$ cat src/rtl/bitwise_logic_pipe.sv
// Registered bitwise logic unit (AND/OR/XOR/NOR) with valid/ready flow control
// and a fold mode that reduces a multi-beat operand stream through an accumulator.
module bitwise_logic_pipe #(
  parameter int WIDTH = 32
) (
  input  logic             clock,
  input  logic             reset,
  input  logic             in_valid,
  output logic             in_ready,
  input  logic [WIDTH-1:0] data1,
  input  logic [WIDTH-1:0] data2,
  input  logic [1:0]       op,
  input  logic             fold,
  input  logic             last,
  output logic             out_valid,
  input  logic             out_ready,
  output logic [WIDTH-1:0] output_data,
  output logic             out_zero
);

  typedef enum logic {S_IDLE, S_FOLD} state_t;

  function automatic logic [WIDTH-1:0] f_logic(input logic [WIDTH-1:0] x,
                                               input logic [WIDTH-1:0] y,
                                               input logic [1:0]       sel);
    case (sel)
      2'b00:   f_logic = x & y;
      2'b01:   f_logic = x | y;
      2'b10:   f_logic = x ^ y;
      default: f_logic = ~(x | y);
    endcase
  endfunction

  state_t           r_state;
  state_t           w_state_nxt;
  logic [WIDTH-1:0] r_acc;
  logic [WIDTH-1:0] w_acc_nxt;
  logic             r_out_valid;
  logic [WIDTH-1:0] r_out_data;
  logic             r_out_zero;
  logic             w_accept;
  logic             w_produce;
  logic [WIDTH-1:0] w_result;

  // in_ready covers every beat type so a stalled output also stalls a fold
  assign in_ready    = !r_out_valid || out_ready;
  assign w_accept    = in_valid && in_ready;
  assign out_valid   = r_out_valid;
  assign output_data = r_out_data;
  assign out_zero    = r_out_zero;

  always_comb begin
    w_state_nxt = r_state;
    w_acc_nxt   = r_acc;
    w_produce   = 1'b0;
    w_result    = f_logic(data1, data2, op);
    if (w_accept) begin
      if (!fold) begin
        // plain op; also aborts any fold in progress
        w_produce   = 1'b1;
        w_acc_nxt   = '0;
        w_state_nxt = S_IDLE;
      end else if (r_state == S_IDLE) begin
        if (last) begin
          w_produce = 1'b1;
        end else begin
          w_acc_nxt   = w_result;
          w_state_nxt = S_FOLD;
        end
      end else begin
        w_result = f_logic(r_acc, data1, op);
        if (last) begin
          w_produce   = 1'b1;
          w_acc_nxt   = '0;
          w_state_nxt = S_IDLE;
        end else begin
          w_acc_nxt = w_result;
        end
      end
    end
  end

  always_ff @(posedge clock) begin
    if (reset) begin
      r_state <= S_IDLE;
      r_acc   <= '0;
    end else begin
      r_state <= w_state_nxt;
      r_acc   <= w_acc_nxt;
    end
  end

  // output stage: a new result may replace the one being drained in the same cycle
  always_ff @(posedge clock) begin
    if (reset) begin
      r_out_valid <= 1'b0;
      r_out_data  <= '0;
      r_out_zero  <= 1'b0;
    end else if (w_produce) begin
      r_out_valid <= 1'b1;
      r_out_data  <= w_result;
      r_out_zero  <= (w_result == '0);
    end else if (out_ready) begin
      r_out_valid <= 1'b0;
    end
  end

endmodule

$ cat config.mk
export PLATFORM = sky130hd
export DESIGN_NAME = bitwise_logic_pipe
export DESIGN_NICKNAME = d
export VERILOG_FILES = /design/src/rtl/bitwise_logic_pipe.sv
export SDC_FILE = /design/constraint.sdc
export NUM_CORES = 1
export LEC_CHECK = 0
export ABC_CLOCK_PERIOD_IN_PS = 2400
export CORE_ASPECT_RATIO = 0.7
export CORE_UTILIZATION = 35
export DETAILED_ROUTE_END_ITERATION = 6
export GPL_ROUTABILITY_DRIVEN = 0
export MAX_ROUTING_LAYER = met4
export PLACE_DENSITY = 0.61
export SETUP_SLACK_MARGIN = 0.15
export SLEW_MARGIN = 20
export SYNTH_ARGS = -nofsm -noshare
export SYNTH_HDL_FRONTEND = slang
export SYNTH_SLANG_ARGS = --single-unit
export TNS_END_PERCENT = 10
$ cat constraint.sdc
create_clock -name clock -period 2.4 [get_ports clock]
set_input_delay 0.48 -clock clock [delete_from_list [all_inputs] [get_ports clock]]
set_output_delay 0.48 -clock clock [all_outputs]
set_load 0.03 [all_outputs]
* Word-level counts from Yosys, hierarchy flattened *
Index checks and enable logic that the tools add are counted.

operators by class
  add/subtract/negate cells = 0
  $mul = 0
  div/mod/pow operators = 0
  order comparisons = 0
  equal/unequal tests = 3
  shifts and indexed selects = 0
  multiplexer cells = 16
  bitwise gates (word level) = 8
  reductions and logical operators = 7

operators by type and width
  cell                                                   count
  2-to-1 mux 32 bit                                      7
  one-hot mux 32 bit (3 select lines)                    2
  bitwise AND 32 bit                                     2
  NOT 32 bit                                             2
  bitwise OR 32 bit                                      2
  XOR 32 bit                                             2
  zero test 32 bit                                       1
  2-to-1 mux 1 bit                                       7
  inequality test 3 x 2 -> 1 bit, second input constant  1
  == test 2 x 1 -> 1 bit, second input constant          1
  == test 2 bit, second input constant                   1
  zero test 2 bit                                        1
  AND reduction 2 bit                                    1
  nonzero test 2 bit                                     1
  logical AND 1 bit                                      1
  zero test 1 bit                                        1
  logical OR 1 bit                                       1

word-level totals
  flip-flop bits (word level) = 67
  bits in latches = 0
  RAM bits = 0
  ROM bits = 0
  input bits = 72
  output and inout port bits = 35
  word-level logic and storage cells = 39
  memories kept = 0

* Depth between registers and ports, before layout *
  depth after elaboration = 7
  depth in mapped cells = 11
  mapped depth without buffers = 9

* Worst setup path after synthesis *
Ideal clock, no wire load.

  path kind = input port to flip-flop
  start = input out_ready
  end = register r_out_zero (netlist: out_zero)
  setup time = 0.096 ns
  arrival time = 2.062 ns
  path slack = 0.242 ns
  cell stages on the path = 8
  path buffers = 1
  cells stage by stage = nand2b_4 -> and2_1 -> clkbuf_1 -> nand3_2 -> mux2_2 -> nor4b_1 -> nand3_1 -> o41ai_2

on the way
  word-level cells in the longest chain between the ends = 4
  elaborated cells on any way between the ends = 5
  classes of those cells = 2 x mux; 3 x reduce/logical

ends and longest elaborated chain
  element                RTL line  source
  start, declared        16        input logic out_ready,
  logical OR 1 bit (*)   46        assign in_ready = !r_out_valid || out_ready;
  logical AND 1 bit (*)  47        assign w_accept = in_valid && in_ready;
  2-to-1 mux 32 bit      57        if (w_accept) begin
  zero test 32 bit       102       r_out_zero <= (w_result == '0);
  end signal, assigned   102
  end, declared          40        logic r_out_zero;

Mark *: on every way between the ends. The rest lies on a longest branch, timed or not.
A chain may end at the register's enable or synchronous reset.

* Worst setup path after layout *
  start = input data2[4]
  end = register r_out_zero (netlist: out_zero)

on the way
  word-level cells in the longest chain between the ends = 7
  elaborated cells on any way between the ends = 9
  classes of those cells = 4 x mux; 4 x bitwise; 1 x reduce/logical

ends and longest elaborated chain
  element                                  RTL line  source
  start, declared                          11        input logic [WIDTH-1:0] data2,
  bitwise OR 32 bit                        28, 30
  NOT 32 bit                               30        default: f_logic = ~(x | y);
  one-hot mux 32 bit (3 select lines) (*)  26        case (sel)
  2-to-1 mux 32 bit                        63        end else if (r_state == S_IDLE) begin
  2-to-1 mux 32 bit                        58        if (!fold) begin
  2-to-1 mux 32 bit (*)                    57
  zero test 32 bit (*)                     102

Marked as above.

==> out/summary.txt <==
first-pass GRT wire length -> 34.9 mm
Worst-Skew Late Latency -> 0.35 ns
fin crit share -> 91.1%
FP Rows -> 42
Netlist cell types -> 42
Setup crit end kind -> register
final routed DRC violation total -> 0
Hold Fails Final Rpt -> 0
worst clock skew -> 0.00978 ns
vias in the first global route -> 6965
DP Cell Count -> 1384
sequential element share of the synthesized area -> 19.3%
Worst Tran Pin Value -> 0.579 ns
Post-synth EDFFs -> 0
clock share of power -> 30.3%
initial core utilization -> 36.2%
vias after detailed routing -> 7272
Post-DP Area -> 9260 um2
post-route setup TNS -> 0 ns
relative slew slack -> 61.1%
Max Clock Freq -> 457 MHz
net count after synthesis -> 1129
maxcap violations -> 0
width of the die -> 170 um
min Tclk post-route -> 2.19 ns
number of synthesized register bits -> 67
Setup CP Type -> in -> reg
Core Region -> 19200 um2
n_diodes -> 0
Pwr per Cell Area -> 411 nW/um2
initial antenna violation count -> 0
Routed Antenna Nets -> 0
share of cells above drive strength 1 -> 30.0%
largest net degree at the start of global routing -> 37
Max Slew Vio Count -> 0
detailed-route wire length per cell -> 15.5 um
GR Overflow Total -> 0
number of setup violations in the final report -> 0
async set-reset flop share out of synthesis -> 0%
Final Total Pwr -> 4290 uW
Vert. Die Dim -> 120 um
crit path max fanout -> 2
Total GRT Usage -> 22.2%
worst-case vdd ir drop -> 347 uV
TritonCTS Sinks -> 67
RSZ-0062 raised after global routing -> no
fin cells -> 1427
Psw -> 1530 uW
Vias/cell -> 5.10
synthesized area per cell -> 7.48 um2
Hold Path Class -> reg -> reg
Clock Pin Slew Worst Setup and Hold Paths -> 0.06 ns
hold path depth -> 2
CP required -> 2.66 ns
final net count -> 1358
placed wire-length estimate -> 15.6 mm
port bufs -> 106
combinational share of power -> 41.2%
die area -> 20400 um2
Cells after Synth -> 929
H-tree depth -> 3
CP Launch Type -> input port
DRT iter0 DRCs -> 532
Synth Warn # -> 0
1st-pass router iterations -> 5
CTS tree -> built
Reg2Reg Depth -> 8
Seq pwr share -> 28.5%
CTS hold repair buffers -> 0
critical path arrival -> 2.45 ns
routed wire length -> 22.1 mm
# IOs -> 107
P_int -> 2760 uW
Post-Syn Area -> 6950 um2
leakage dissipation -> 0.00504 uW
status -> finished, final reports clean
CTS buffer count -> 9
Finished Cell Area -> 10400 um2
Sw Share -> 35.6%
Root Driver -> clkbuf_16
CTS max path bufs -> 2
P&R area growth vs syn -> 50.1%
Top FF cell, synth -> dfxtp_1
final cells by class:
cell class	instances	area [um2]
well taps	264	330
multi-input cells	690	5490
inverters	103	387
flip-flops and latches	67	1340
clock buffers	10	239
clock inverters	6	40.0
fillers	1786	8740
repair buffers	287	2610
metrics by stage:
stage / setup slack [ns] / hold slack, ns / utilization [%]
after floorplan: 0.242 / 0.508 / -
after global placement: -0.466 / 0.442 / 48.3
after detailed placement: -0.490 / 0.445 / 48.3
after CTS: 0.118 / 0.454 / 51.5
after global routing: 0.131 / 0.470 / 54.4
final: 0.213 / 0.452 / 54.4
flip-flops by register name, summed over array words and instances, names as in the netlist:
| name | flops |
|---|---|
| r_state | 1 |
| output_data | 32 |
| out_valid | 1 |
| r_acc | 32 |
| out_zero | 1 |
power by group through the flow:
| stage | clock, uW | combinational, uW | sequential (uW) |
|---|---|---|---|
| final | 1300 | 1770 | 1220 |
| after floorplan | 0 | 754 | 1310 |
| after detailed placement | 0 | 1510 | 1250 |
| after CTS | 1320 | 1620 | 1220 |
| after global placement | 0 | 1490 | 1250 |
| after global routing | 1360 | 1930 | 1230 |
cell usage after synthesis (2+ instances only):
library cell,n,area [um2]
ha_1,128,1600
o211ai_1,4,30.0
o22ai_1,32,200
nand2b_1,2,12.5
buf_6,5,56.3
a211o_1,4,35.0
inv_1,103,387
nor2b_1,16,100
buf_2,20,100
o211a_1,2,20.0
nand4_1,7,43.8
a22oi_1,33,248
nor2_1,115,432
nor3_1,3,15.0
o31ai_1,7,52.6
mux2_1,2,22.5
o21ai_0,21,105
clkbuf_1,38,143
a2111oi_2,2,30.0
nand3_1,28,140
a21oi_1,80,400
buf_1,4,15.0
dfxtp_1,67,1340
a211oi_1,49,368
mux2i_1,7,70.1
o21a_1,2,15.0
mux2_2,45,507
nand2_1,88,330
buf_4,2,15.0
path summary, 6_finish.rpt:
| check | from | end | slack (ns) |
|---|---|---|---|
| max | data2[4] | out_zero | 0.21 |
| min | output_data[27] | output_data[27] | 0.45 |
| max reg2reg | r_acc[14] | out_zero | 0.22 |
| min reg2reg | output_data[27] | output_data[27] | 0.45 |
placed cells by master, fill, tap and decap left out, types with 19 or more instances in the layout:
master,n
a21oi_1,38
a22oi_1,32
inv_1,86
a211oi_1,49
clkdlybuf4s50_1,45
dfxtp_1,67
buf_4,169
a21oi_4,19
ha_1,126
mux2_2,30
nand3_1,27
a21oi_2,23
o22ai_1,32
dlymetal6s2s_1,42
nand2_1,85
nor2_1,110
critical path, stage by stage:
cell             delay, ns
clkdlybuf4s50_1       0.50
inv_1                 0.05
ha_1                  0.26
mux2_2                0.29
a21oi_4               0.20
nand3_2               0.12
nor4_4                0.23
a21oi_2               0.06
o41ai_2               0.26
per-layer routing:
metal | vias up | part of all wire (%) | GRT usage (%)
met5 | - | 0 | -
met4 | 0 | 1.4 | 6.48
met3 | 24 | 5.5 | 3.40
met2 | 212 | 44 | 33.6
met1 | 3367 | 49 | 30.5
li1 | 3669 | - | -
cells by family after synthesis:
group                    Yosys count  synth area share [%]
AND/OR/NAND/NOR                  267                  16.5
AO/OA/AOI/OAI                    241                  22.3
buffers and inverters            172                  10.3
adder cells (fa/ha/maj)          128                  23.0
flip-flops                        67                  19.3
multiplexers                      54                  8.62
what timing repair did:
action | CTS | global route
gates cloned | 0 | 1
setup buffers | 10 | 16
pin swaps | 30 | 59
gates resized for setup | 80 | 140
setup endpoints to repair | 2 | 3
Power figures use the tool's default switching activity.
